`src/rtl/vx_fpu_tag_tracker.sv`:
```
// vx_fpu_tag_tracker
//   Tracks in-flight FPU requests by tag. Each accepted request is given the
//   lowest free slot; its warp id, packet markers and metadata are parked in
//   that slot until the FPU core answers with the same tag (in any order).
//   The response is merged with the parked fields and committed downstream.
//   Exception flags of multi-packet instructions are OR-accumulated per warp
//   and written to the fflags CSR when the last packet (eop) retires.
//
// Ports
//   clk, reset              clock, synchronous active-high reset
//   in_valid/in_ready       request from dispatch (in_wid, in_sop, in_eop, in_meta)
//   fpu_valid/fpu_ready     request issue to the FPU core, fpu_tag = allocated slot
//   rsp_valid/rsp_ready     FPU response (rsp_tag, rsp_data, rsp_has_fflags, rsp_fflags)
//   out_valid/out_ready     commit (out_wid, out_sop, out_eop, out_meta, out_data)
//   csr_wr_en               fflags CSR write (csr_wr_wid, csr_wr_fflags)
//   pending                 number of outstanding tags
module vx_fpu_tag_tracker #(
  parameter int NUM_WARPS  = 4,
  parameter int QUEUE_SIZE = 8,
  parameter int META_W     = 32,
  parameter int DATA_W     = 128,
  parameter int OUT_REG    = 1,
  localparam int WID_W     = (NUM_WARPS > 1) ? $clog2(NUM_WARPS) : 1,
  localparam int TAG_W     = (QUEUE_SIZE > 1) ? $clog2(QUEUE_SIZE) : 1,
  localparam int CNT_W     = $clog2(QUEUE_SIZE + 1)
) (
  input  logic              clk,
  input  logic              reset,
  input  logic              in_valid,
  output logic              in_ready,
  input  logic [WID_W-1:0]  in_wid,
  input  logic              in_sop,
  input  logic              in_eop,
  input  logic [META_W-1:0] in_meta,
  output logic              fpu_valid,
  input  logic              fpu_ready,
  output logic [TAG_W-1:0]  fpu_tag,
  input  logic              rsp_valid,
  output logic              rsp_ready,
  input  logic [TAG_W-1:0]  rsp_tag,
  input  logic [DATA_W-1:0] rsp_data,
  input  logic              rsp_has_fflags,
  input  logic [4:0]        rsp_fflags,
  output logic              out_valid,
  input  logic              out_ready,
  output logic [WID_W-1:0]  out_wid,
  output logic              out_sop,
  output logic              out_eop,
  output logic [META_W-1:0] out_meta,
  output logic [DATA_W-1:0] out_data,
  output logic              csr_wr_en,
  output logic [WID_W-1:0]  csr_wr_wid,
  output logic [4:0]        csr_wr_fflags,
  output logic [CNT_W-1:0]  pending
);

  logic [QUEUE_SIZE-1:0] busy;
  logic                  full;
  logic [TAG_W-1:0]      free_tag;
  logic                  alloc;
  logic                  rel;
  logic [QUEUE_SIZE-1:0] alloc_mask;
  logic [QUEUE_SIZE-1:0] rel_mask;

  logic [WID_W-1:0]      wid_mem  [QUEUE_SIZE];
  logic [QUEUE_SIZE-1:0] sop_mem;
  logic [QUEUE_SIZE-1:0] eop_mem;
  logic [META_W-1:0]     meta_mem [QUEUE_SIZE];

  logic [WID_W-1:0]      rd_wid;
  logic                  rd_sop;
  logic                  rd_eop;
  logic [META_W-1:0]     rd_meta;

  logic [4:0]            acc [NUM_WARPS];
  logic [4:0]            acc_cur;
  logic [4:0]            rsp_flags;
  logic [4:0]            merged_flags;

  // Full is derived from registered state only, so a slot released this
  // cycle cannot be handed out again until the next cycle.
  assign full = &busy;

  always_comb begin
    free_tag = '0;
    for (int i = QUEUE_SIZE - 1; i >= 0; i--) begin
      if (!busy[i]) free_tag = TAG_W'(i);
    end
  end

  assign fpu_tag   = free_tag;
  assign fpu_valid = in_valid && !full;
  assign in_ready  = fpu_ready && !full;
  assign alloc     = in_valid && in_ready;
  assign rel       = rsp_valid && rsp_ready;

  assign alloc_mask = alloc ? (QUEUE_SIZE'(1) << free_tag) : '0;
  assign rel_mask   = rel   ? (QUEUE_SIZE'(1) << rsp_tag)  : '0;

  always_ff @(posedge clk) begin
    if (reset) begin
      busy    <= '0;
      pending <= '0;
    end else begin
      busy <= (busy & ~rel_mask) | alloc_mask;
      case ({alloc, rel})
        2'b10:   pending <= pending + CNT_W'(1);
        2'b01:   pending <= pending - CNT_W'(1);
        default: pending <= pending;
      endcase
    end
  end

  // Per-slot request fields; contents are meaningless while a slot is free.
  always_ff @(posedge clk) begin
    if (alloc) begin
      wid_mem[free_tag]  <= in_wid;
      sop_mem[free_tag]  <= in_sop;
      eop_mem[free_tag]  <= in_eop;
      meta_mem[free_tag] <= in_meta;
    end
  end

  assign rd_wid  = wid_mem[rsp_tag];
  assign rd_sop  = sop_mem[rsp_tag];
  assign rd_eop  = eop_mem[rsp_tag];
  assign rd_meta = meta_mem[rsp_tag];

  // Flags accumulate per warp so partial packets of interleaved warps
  // never contaminate each other; the eop packet flushes and clears.
  assign rsp_flags    = rsp_has_fflags ? rsp_fflags : 5'd0;
  assign acc_cur      = acc[rd_wid];
  assign merged_flags = acc_cur | rsp_flags;

  always_ff @(posedge clk) begin
    if (reset) begin
      for (int w = 0; w < NUM_WARPS; w++) acc[w] <= '0;
    end else if (rel) begin
      acc[rd_wid] <= rd_eop ? 5'd0 : merged_flags;
    end
  end

  assign csr_wr_en     = rel && rd_eop && (rsp_has_fflags || (acc_cur != 5'd0));
  assign csr_wr_wid    = rd_wid;
  assign csr_wr_fflags = merged_flags;

  generate
    if (OUT_REG != 0) begin : g_out_reg
      logic              vld_p1;
      logic [WID_W-1:0]  wid_p1;
      logic              sop_p1;
      logic              eop_p1;
      logic [META_W-1:0] meta_p1;
      logic [DATA_W-1:0] data_p1;

      // Stage p0 -> p1: the register accepts a new response whenever it is
      // empty or being drained, giving one result per cycle.
      assign rsp_ready = out_ready || !vld_p1;

      always_ff @(posedge clk) begin
        if (reset) begin
          vld_p1 <= 1'b0;
        end else if (rel) begin
          vld_p1 <= 1'b1;
        end else if (out_ready) begin
          vld_p1 <= 1'b0;
        end
      end

      always_ff @(posedge clk) begin
        if (rel) begin
          wid_p1  <= rd_wid;
          sop_p1  <= rd_sop;
          eop_p1  <= rd_eop;
          meta_p1 <= rd_meta;
          data_p1 <= rsp_data;
        end
      end

      assign out_valid = vld_p1;
      assign out_wid   = wid_p1;
      assign out_sop   = sop_p1;
      assign out_eop   = eop_p1;
      assign out_meta  = meta_p1;
      assign out_data  = data_p1;
    end else begin : g_out_comb
      assign rsp_ready = out_ready;
      assign out_valid = rsp_valid;
      assign out_wid   = rd_wid;
      assign out_sop   = rd_sop;
      assign out_eop   = rd_eop;
      assign out_meta  = rd_meta;
      assign out_data  = rsp_data;
    end
  endgenerate

  // A response for a tag that was never issued is a protocol violation.
  always_ff @(posedge clk) begin
    if (!reset && rsp_valid) begin
      assert (busy[rsp_tag]);
    end
  end

endmodule
```
`config.mk`:
```
export PLATFORM = sky130hd
export DESIGN_NAME = vx_fpu_tag_tracker
export DESIGN_NICKNAME = d
export VERILOG_FILES = /design/src/rtl/vx_fpu_tag_tracker.sv
export SDC_FILE = /design/constraint.sdc
export NUM_CORES = 1
export LEC_CHECK = 0
export ABC_AREA = 0
export ABC_CLOCK_PERIOD_IN_PS = 11560
export BUFFER_PORTS_ARGS = -buffer_cell sky130_fd_sc_hd__buf_2
export CORE_UTILIZATION = 30
export CTS_CLUSTER_DIAMETER = 50
export DETAILED_ROUTE_END_ITERATION = 8
export PLACE_DENSITY_LB_ADDON = 0.05
export SLEW_MARGIN = 40
export SYNTH_ARGS = -nofsm -noshare
export SYNTH_HDL_FRONTEND = slang
export SYNTH_SLANG_ARGS = --single-unit
```
`constraint.sdc`:
```
create_clock -name clk -period 11.56 [get_ports clk]
set_input_delay 0 -clock clk [delete_from_list [all_inputs] [get_ports clk]]
set_output_delay 0 -clock clk [all_outputs]
set_load 0.02 [all_outputs]
```
==> impl_metrics.env, run 1 <==
export IMPL_finalWeightedCongestion=0.724
export IMPL_core_area_sq_um=56800
export IMPL_hold_violations=0
export IMPL_dr_pass1_iters=4
export IMPL_start_util=0.306
export IMPL_yosys_area_share_simple=0.0202
export IMPL_clk_pin_slew_ns=0.06
export IMPL_muxShareOfSynthArea=0.124
export IMPL_die_x_um=243
export IMPL_final_net_count=1526
export IMPL_antenna_found_initial=2
export IMPL_synth_top_area_frac=0.815
export IMPL_crit_path_cell_trace="buf_4, buf_6, mux2i_1, mux4_2, mux4_2, or4_1, o311a_1, buf_2"
export IMPL_die_area_sq_um=58900
export IMPL_cts_root_buf="clkbuf_16"
export IMPL_cts_tree="yes"
export IMPL_endpoint_kind="output pin"
export IMPL_synth_largest_area_cell="edfxtp_1"
export IMPL_crit_fanout=53
export IMPL_p_total_mw=4.15
export IMPL_ys_top_cells_by_area="edfxtp_1 (82%), mux4_2 (9.7%), mux2_2 (2.2%), dfxtp_1 (1.5%), nor2_1 (0.71%)"
export IMPL_htreeDepth=2
export IMPL_grt_remaining_overflow=0
export IMPL_finalCritPeriodShare=0.283
export IMPL_seq_area_frac_synth=0.830
export IMPL_p_int_mw=3.23
export IMPL_hold_path_class="in2reg"
export IMPL_dp_hpwl_mm=24.5
export IMPL_final_antenna_net_count=0
export IMPL_avgSynthCellArea_sq_um=22.9
export IMPL_p_sw_uw=917
export IMPL_port_buffers=361
export IMPL_min_period_ns=3.27
export IMPL_clock_fmax_mhz=306
export IMPL_synth_compound_area_frac=0.0107
export IMPL_yosys_warnings=0
export IMPL_slew_headroom=0.476
export IMPL_drc=0
export IMPL_drt_initial_drc_count=486
export IMPL_drive_above_1_share=0.418
export IMPL_synth_top_family_by_area="multiplexers"
export IMPL_status="complete, no violations"
export IMPL_cp_required_ns=11.56
export IMPL_mostFrequentLayoutCells="edfxtp_1 (472), buf_2 (359), dlygate4sd3_1 (175)"
export IMPL_clk_path_buf_depth=3
export IMPL_pin_count=362
export IMPL_synth_fa_ha_area_frac=0.00216
export IMPL_synth_seq_cells=485
export IMPL_diodes=0
export IMPL_grt_max_degree=96
export IMPL_drv_slew=0
export IMPL_clk_latency_ns=0.61
export IMPL_pwr_share_seq=0.484
export IMPL_fin_skew_ns=0.0128
export IMPL_cts_buffers_inserted=59
export IMPL_design_area_sq_um=23900
export IMPL_cts_setup_buffers=0
export IMPL_vdd_drop_max_mv=0.111
export IMPL_fp_row_count=87
export IMPL_synth_cells=759
export IMPL_postRouteWirelength_mm=43.3
export IMPL_rrSetupSlack_ns=8.73
export IMPL_fin_tns_setup_ns=0
export IMPL_rsz0062_at_grt="false"
export IMPL_setup_violations=0
export IMPL_die_h_um=243
export IMPL_netSwitchingFraction=0.221
export IMPL_cp_top_family="multiplexers"
export IMPL_ys_types=31
export IMPL_viasPerCell=4.42
export IMPL_crit_top_cell="mux4_2"
export IMPL_grt_first_pass_wirelength_mm=63.6
export IMPL_cellPowerDensity_nw_per_um2=174
export IMPL_syn_cell_area_sq_um=17400
export IMPL_layout_commonest_cell="edfxtp_1"
export IMPL_synth_nets=941
export IMPL_crit_buf_inv=3
export IMPL_drv_cap=0
export IMPL_place_area_sq_um=20200
export IMPL_power_frac_comb=0.074
export IMPL_clkSinkCount=485
export IMPL_slowest_stage="mux4_2"
export IMPL_tightest_slew_ns=0.786
export IMPL_grt_usage=0.146
export IMPL_wl_per_cell_um=20.2
export IMPL_vias=9496
export IMPL_yosys_area_share_xor_xnor=0.00202
export IMPL_arrival_ns=3.27
export IMPL_grt_pass1_vias=9952
export IMPL_slowest_delay_ns=0.64
export IMPL_cp_start_kind="input pin"
export IMPL_critical_path_class="in2out"
export IMPL_fin_util=0.420
export IMPL_clockPowerShare=0.442
export IMPL_p_leak_nw=8.66
export IMPL_cts_resized=0
export IMPL_area_growth_pct=37.3
==> per-stage QoR <==
| step | hold WS (ns) | worst slack, ns | instances |
|---|---|---|---|
| finish | 0.0431 | 8.29 | 2147 |
| global route | 0.0624 | 8.11 | 2147 |
| CTS | 0.0122 | 8.19 | 2147 |
| detailed placement | 0.178 | 8.20 | 1864 |
| global placement | 0.176 | 7.95 | 1864 |
| floorplan | 0.0989 | 5.90 | 759 |
==> layer usage <==
metal  up-vias  wire length (um)  global-route usage
li1       4288                 -                   -
met1      4880             18800               0.185
met2       251             21400               0.247
met3        73              2140              0.0354
met4         4               930              0.0403
met5         -                31                   0
==> path summary, 6_finish.rpt <==
check,startpoint,to,cells after the start
setup / recovery,rsp_tag[1],csr_wr_en,8
hold reg to reg,busy[4]$_SDFF_PP0_,busy[4]$_SDFF_PP0_,2
setup reg to reg,out_valid$_SDFFE_PP0P_,pending[2]$_SDFFE_PP0P_,10
hold / removal,in_valid,busy[2]$_SDFF_PP0_,5
==> cell families (layout without fill, tap and decap cells) <==
| group | count (synthesis) | in the layout |
|---|---|---|
| adder cells (fa/ha/maj) | 3 | 3 |
| flip-flops | 485 | 485 |
| XOR/XNOR | 4 | 4 |
| AO/OA/AOI/OAI | 33 | 33 |
| multiplexers | 118 | 118 |
| AND/OR/NAND/NOR | 73 | 73 |
| buffers and inverters | 43 | 675 |
==> layout make-up <==
cell class              instances  area [sq um]
well taps                     756           946
clock inverters                39           409
clock buffers                  69          1540
repair buffers                549          3670
multi-input cells             231          2790
fillers                      5119         33000
inverters                      18          80.1
flip-flops and latches        485         14400
==> what timing repair did <==
item	CTS	global route
hold buffers	175	0
hold endpoints to repair	449	0
endpoints found under the setup margin	0	0
==> synthesized netlist by cell type (all sizes together) <==
cell / n
a21o: 2
a21oi: 17
a31oi: 1
and4: 1
buf: 10
clkbuf: 15
dfxtp: 13
edfxtp: 472
ha: 3
inv: 18
mux2: 34
mux2i: 9
mux4: 75
nand2: 13
nand2b: 4
nor2: 33
nor2b: 3
nor3: 4
nor3b: 2
nor4bb: 2
o21a: 1
o21ai: 8
o21bai: 2
o311a: 1
o31ai: 1
or2: 1
or3: 8
or4: 2
xnor2: 1
xor2: 3
==> sequential cells by signal (all words and copies together), names as in the netlist, 8 cells and up <==
register and cells:
wid_mem 16, out_meta 32, meta_mem 256, sop_mem 8
busy 8, eop_mem 8, acc 20, out_data 128
==> power groups by stage <==
stage               registers, mW  logic, mW  clock network [mW]
floorplan                    2.10     0.0962                   0
global placement             2.05      0.267                   0
detailed placement           2.05      0.267                   0
CTS                          2.01      0.317                1.89
global route                 2.01      0.334                1.95
finish                       2.01      0.308                1.83
==> worst min-delay path, cell delays in order <==
cell	delay (ns)
buf_2	0.10
nand2_1	0.27
nor2_1	0.10
nor2_1	0.09
nor3_1	0.04
No activity file was read; power rests on OpenSTA's default activity.
==> run 2: changes to the inputs <==
--- a/config.mk
+++ b/config.mk
@@ -6,7 +6,7 @@
 export NUM_CORES = 1
 export LEC_CHECK = 0
 export ABC_AREA = 0
-export ABC_CLOCK_PERIOD_IN_PS = 11560
+export ABC_CLOCK_PERIOD_IN_PS = 3400
 export BUFFER_PORTS_ARGS = -buffer_cell sky130_fd_sc_hd__buf_2
 export CORE_UTILIZATION = 30
 export CTS_CLUSTER_DIAMETER = 50
==> constraint.sdc (replaced) <==
create_clock -name clk -period 3.4 [get_ports clk]
set_input_delay 0 -clock clk [delete_from_list [all_inputs] [get_ports clk]]
set_output_delay 0 -clock clk [all_outputs]
set_load 0.02 [all_outputs]
==> run 2 against run 1 <==
Net effect:
- sequential power rose to 3.4 times the previous value
- final cell count up 0.28%
- routed wire length up 1.2%
- global-route usage up 0.21 points
- sequential share of layout area down 0.29 points
- clock power rose to 3.3 times the previous value
- count of clock-buffer cells in the layout up 3
- hold slack better by 0.00081 ns
- critical endpoint unchanged
==> impl_metrics.env, run 2 (synthesis results as in run 1) <==
export IMPL_layout_commonest_cell="edfxtp_1"
export IMPL_fin_skew_ns=0.0136
export IMPL_holdPathStages=6
export IMPL_final_antenna_net_count=0
export IMPL_cp_required_ns=3.40
export IMPL_layout_setup_ws_ns=0.258
export IMPL_cts_tree="yes"
export IMPL_netSwitchingFraction=0.218
export IMPL_p_sw_mw=3.05
export IMPL_largest_reg_flops=256
export IMPL_cts_hold_buf=176
export IMPL_clk_latency_ns=0.60
export IMPL_clk_pin_slew_ns=0.06
export IMPL_slew_headroom=0.489
export IMPL_critical_path_class="reg2out"
export IMPL_cts_buffers_inserted=59
export IMPL_top_usage_layer="met2"
export IMPL_place_ws_ns=0.623
export IMPL_grt_first_pass_wirelength_mm=64.4
export IMPL_crit_top_cell="mux4_2"
export IMPL_status="complete, no violations"
export IMPL_clk_path_buf_depth=3
export IMPL_die_x_um=243
export IMPL_start_util=0.306
export IMPL_final_net_count=1534
export IMPL_wl_per_cell_um=20.3
export IMPL_dp_cells=1871
export IMPL_clock_fmax_mhz=318
export IMPL_endpoint_kind="output pin"
export IMPL_regMostFlops="meta_mem"
export IMPL_finalWeightedCongestion=0.773
export IMPL_cp_top_family="multiplexers"
export IMPL_antenna_found_initial=1
export IMPL_fin_tns_setup_ns=0
export IMPL_drv_cap=0
export IMPL_cts_resized=0
export IMPL_port_buffers=361
export IMPL_cts_root_buf="clkbuf_16"
export IMPL_slowest_stage="mux4_2"
export IMPL_drc=0
export IMPL_hold_violations=0
export IMPL_rsz0062_at_grt="false"
export IMPL_fp_row_count=87
export IMPL_postRouteWirelength_mm=43.8
export IMPL_arrival_ns=3.14
export IMPL_min_period_ns=3.14
export IMPL_finalCritPeriodShare=0.924
export IMPL_worstRegToRegCells=6
export IMPL_crit_fanout=9
export IMPL_core_area_sq_um=56800
export IMPL_pwr_share_seq=0.487
export IMPL_crit_path_cell_trace="mux2i_1, mux4_2, mux4_2, or4_1, o311a_1, buf_2"
export IMPL_p_int_mw=11.0
export IMPL_tightest_slew_ns=0.766
export IMPL_final_instance_count_excl_fill=2153
export IMPL_setup_violations=0
export IMPL_grt_max_degree=78
export IMPL_hold_path_class="in2reg"
export IMPL_die_area_sq_um=58900
export IMPL_drive_above_1_share=0.422
export IMPL_viasPerCell=4.36
export IMPL_grt_remaining_overflow=0
export IMPL_grt_pass1_vias=9861
export IMPL_crit_buf_inv=1
export IMPL_die_h_um=243
export IMPL_vdd_drop_max_mv=0.370
export IMPL_clockPowerShare=0.436
export IMPL_power_frac_comb=0.076
export IMPL_htreeDepth=2
export IMPL_diodes=0
export IMPL_vias=9397
export IMPL_crit_cells=6
export IMPL_pin_count=362
export IMPL_area_growth_pct=38.0
export IMPL_dp_hpwl_mm=26.7
export IMPL_met3_usage=0.0370
export IMPL_grt_met1_usage=0.191
export IMPL_drt_initial_drc_count=399
export IMPL_grt_usage=0.148
export IMPL_cts_setup_buffers=0
export IMPL_dr_pass1_iters=5
export IMPL_mostFrequentLayoutCells="edfxtp_1 (472), buf_2 (359), dlygate4sd3_1 (176)"
export IMPL_slowest_delay_ns=0.63
export IMPL_cp_start_kind="register"
export IMPL_clkSinkCount=485
export IMPL_p_leak_nw=8.71
export IMPL_cellPowerDensity_nw_per_um2=584
export IMPL_drv_slew=0
export IMPL_grt_use_met2=0.246
==> run 2: area by class of cell <==
| cell class | instances | area [sq um] |
|---|---|---|
| clock inverters | 34 | 334 |
| clock buffers | 72 | 1570 |
| fillers | 5122 | 32800 |
| multi-input cells | 231 | 2820 |
| flip-flops and latches | 485 | 14400 |
| repair buffers | 557 | 3800 |
| well taps | 756 | 946 |
| inverters | 18 | 71.3 |
==> run 2: stage by stage <==
step                       util  area [sq um]  hold slack (ns)  power [mW]
final                     0.422         24000           0.0440        14.0
after global routing      0.422         24000           0.0401        14.5
after CTS                 0.422         24000          0.00758        14.2
after detailed placement  0.358         20300            0.178        7.88
after global placement    0.357         20300            0.176        7.87
after floorplan               -         17400           0.0989        7.46
==> run 2: worst min-delay path: cells and delay by family <==
kind,cells,cell delay (ns)
AO/OA/AOI/OAI,1,0.06
buffers and inverters,1,0.10
AND/OR/NAND/NOR,4,0.45
==> run 2: path summary, 6_finish.rpt <==
kind	start	slack, ns	to
worst max-delay path	wid_mem[4][0]$_DFFE_PP_	0.26	csr_wr_en
worst max register to register	wid_mem[4][0]$_DFFE_PP_	0.70	acc[0][3]$_SDFFCE_PN0P_
worst min-delay path	out_ready	0.04	busy[1]$_SDFF_PP0_
worst min register to register	busy[4]$_SDFF_PP0_	0.51	busy[4]$_SDFF_PP0_
==> run 2: power groups by stage <==
stage	registers (mW)	clock network [mW]	logic [mW]
after global routing	6.84	6.55	1.15
final	6.83	6.11	1.07
after detailed placement	6.95	0	0.924
after global placement	6.96	0	0.917
after floorplan	7.12	0	0.331
after CTS	6.83	6.32	1.09
==> run 2: per-layer routing <==
metal / vias up / share of wire
li1: 4297 / -
met1: 4765 / 0.44
met2: 267 / 0.49
met3: 66 / 0.055
met4: 2 / 0.022
met5: - / 0.00023
==> run 3: changes to the inputs <==
--- a/config.mk
+++ b/config.mk
@@ -8,10 +8,12 @@
 export ABC_AREA = 0
 export ABC_CLOCK_PERIOD_IN_PS = 3400
 export BUFFER_PORTS_ARGS = -buffer_cell sky130_fd_sc_hd__buf_2
+export CORE_MARGIN = 2
 export CORE_UTILIZATION = 30
 export CTS_CLUSTER_DIAMETER = 50
 export DETAILED_ROUTE_END_ITERATION = 8
 export PLACE_DENSITY_LB_ADDON = 0.05
+export REMOVE_ABC_BUFFERS = 1
 export SLEW_MARGIN = 40
 export SYNTH_ARGS = -nofsm -noshare
 export SYNTH_HDL_FRONTEND = slang
==> run 3 against run 2 <==
Net effect:
- global-route usage hardly changed
- power increased by 1.3%
- die area up 1.7%
- largest power group unchanged
- sequential power barely moved
==> impl_metrics.env, run 3 (synthesis results as in run 1) <==
export IMPL_slew_headroom=0.516
export IMPL_cts_tree="yes"
export IMPL_layout_commonest_cell="edfxtp_1"
export IMPL_rrSetupSlack_ns=0.63
export IMPL_cts_buffers_inserted=61
export IMPL_start_util=0.302
export IMPL_hold_violations=0
export IMPL_grt_max_degree=81
export IMPL_final_antenna_net_count=0
export IMPL_crit_buf_inv=3
export IMPL_cellPowerDensity_nw_per_um2=590
export IMPL_critical_path_class="in2out"
export IMPL_viasPerCell=4.39
export IMPL_antenna_found_initial=3
export IMPL_cts_root_buf="clkbuf_16"
export IMPL_hold_path_class="in2reg"
export IMPL_cp_start_kind="input pin"
export IMPL_grt_pass1_vias=10200
export IMPL_finalWeightedCongestion=0.765
export IMPL_largest_reg_flops=256
export IMPL_crit_fanout=26
export IMPL_holdWs_ns=0.0391
export IMPL_crit_top_cell="mux4_2"
export IMPL_dp_cells=1878
export IMPL_vias=9534
export IMPL_postRouteWirelength_mm=44.4
export IMPL_cts_resized=0
export IMPL_clk_path_buf_depth=3
export IMPL_nFillCells=5233
export IMPL_grt_first_pass_wirelength_mm=65.5
export IMPL_drt_initial_drc_count=477
export IMPL_status="complete, no violations"
export IMPL_drv_slew=0
export IMPL_regMostFlops="meta_mem"
export IMPL_dr_pass1_iters=4
export IMPL_pin_count=362
export IMPL_slowest_delay_ns=0.63
export IMPL_grt_usage=0.147
export IMPL_slowest_stage="mux4_2"
export IMPL_die_x_um=245
export IMPL_place_ws_ns=0.664
export IMPL_clkSinkCount=485
export IMPL_mostFrequentLayoutCells="edfxtp_1 (472), buf_2 (359), dlygate4sd3_1 (178)"
export IMPL_finalCritPeriodShare=0.932
export IMPL_area_growth_pct=38.3
export IMPL_drive_above_1_share=0.420
export IMPL_final_net_count=1536
export IMPL_final_instance_count_excl_fill=2173
export IMPL_drc=0
export IMPL_arrival_ns=3.17
export IMPL_setup_violations=0
export IMPL_port_buffers=361
export IMPL_rsz0062_at_grt="false"
export IMPL_die_h_um=245
export IMPL_tightest_slew_ns=0.726
export IMPL_clk_latency_ns=0.61
export IMPL_die_area_sq_um=59900
export IMPL_cp_required_ns=3.40
export IMPL_htreeDepth=2
export IMPL_vdd_drop_max_mv=0.371
export IMPL_grt_remaining_overflow=0
export IMPL_fin_skew_ns=0.0159
export IMPL_core_area_sq_um=57500
export IMPL_crit_path_cell_trace="dlygate4sd3_1, buf_4, mux2i_1, mux4_2, mux4_2, or4_1, o311a_1, buf_2"
export IMPL_wl_per_cell_um=20.4
export IMPL_min_period_ns=3.17
export IMPL_layout_setup_ws_ns=0.230
export IMPL_p_leak_nw=8.75
export IMPL_clock_fmax_mhz=315
export IMPL_endpoint_kind="output pin"
export IMPL_fp_row_count=88
export IMPL_drv_cap=0
export IMPL_clk_pin_slew_ns=0.06
export IMPL_dp_hpwl_mm=26.8
export IMPL_p_total_mw=14.2
export IMPL_cp_top_family="multiplexers"
==> run 3: changes by cell type in the layout (fill, tap and decap cells not counted), sizes merged <==
cell,previous run,this run
clkbuf,72,73
buf,381,379
clkinv,21,23
diode,0,3
dlygate4sd3,176,178
bufinv,6,5
inv,21,27
==> run 3: layout make-up <==
type	instances	area [sq um]	area share
sequential	485	14400	0.600
timing repair buffer	557	3800	0.158
multi-input combinational	231	2790	0.116
clock buffer	73	1610	0.0671
tap	765	957	0.0398
clock inverter	41	369	0.0154
inverter	18	75.1	0.00312
antenna	3	7.51	0.000312
==> run 3: timing repair <==
item                      CTS  global route
setup buffers               0             0
hold endpoints to repair  456             0
hold buffers              178             0
==> run 3: worst register-to-register path, cell delays in order, from the launching register on <==
cell and delay, ns:
edfxtp_1 0.36, mux2i_1 0.15, mux4_2 0.44, mux4_2 0.57
a21oi_1 0.21, dlygate4sd3_1 0.70, nor2_1 0.08
==> run 3: final timing paths <==
check	end	cells past startpoint	from
setup / recovery	csr_wr_en	8	rsp_tag[1]
hold / removal	busy[2]$_SDFF_PP0_	5	in_valid
setup reg to reg	acc[3][1]$_DFFE_PP_	6	wid_mem[3][0]$_DFFE_PP_
hold reg to reg	busy[6]$_SDFF_PP0_	2	busy[6]$_SDFF_PP0_
==> run 3: per-layer routing <==
| layer | track usage | part of all wire | up-vias |
|---|---|---|---|
| met5 | 0 | 0.00029 | - |
| met4 | 0.0508 | 0.024 | 2 |
| met3 | 0.0307 | 0.053 | 67 |
| met2 | 0.251 | 0.49 | 293 |
| met1 | 0.186 | 0.43 | 4852 |
| li1 | - | - | 4320 |
==> run 3: metrics by stage <==
step / TNS, ns / area (sq um) / utilization
finish: 0 / 24000 / 0.418
global route: 0 / 24000 / 0.418
CTS: 0 / 24000 / 0.418
detailed placement: 0 / 20300 / 0.353
global placement: 0 / 20300 / 0.353
floorplan: -231.12 / 17300 / -
==> run 3: power breakdown <==
part	leakage [nW]	switching [mW]	internal (mW)	total, mW
Combinational	3.28	0.602	0.469	1.07
Sequential	4.50	0.0564	6.77	6.83
Clock	0.964	2.52	3.77	6.30
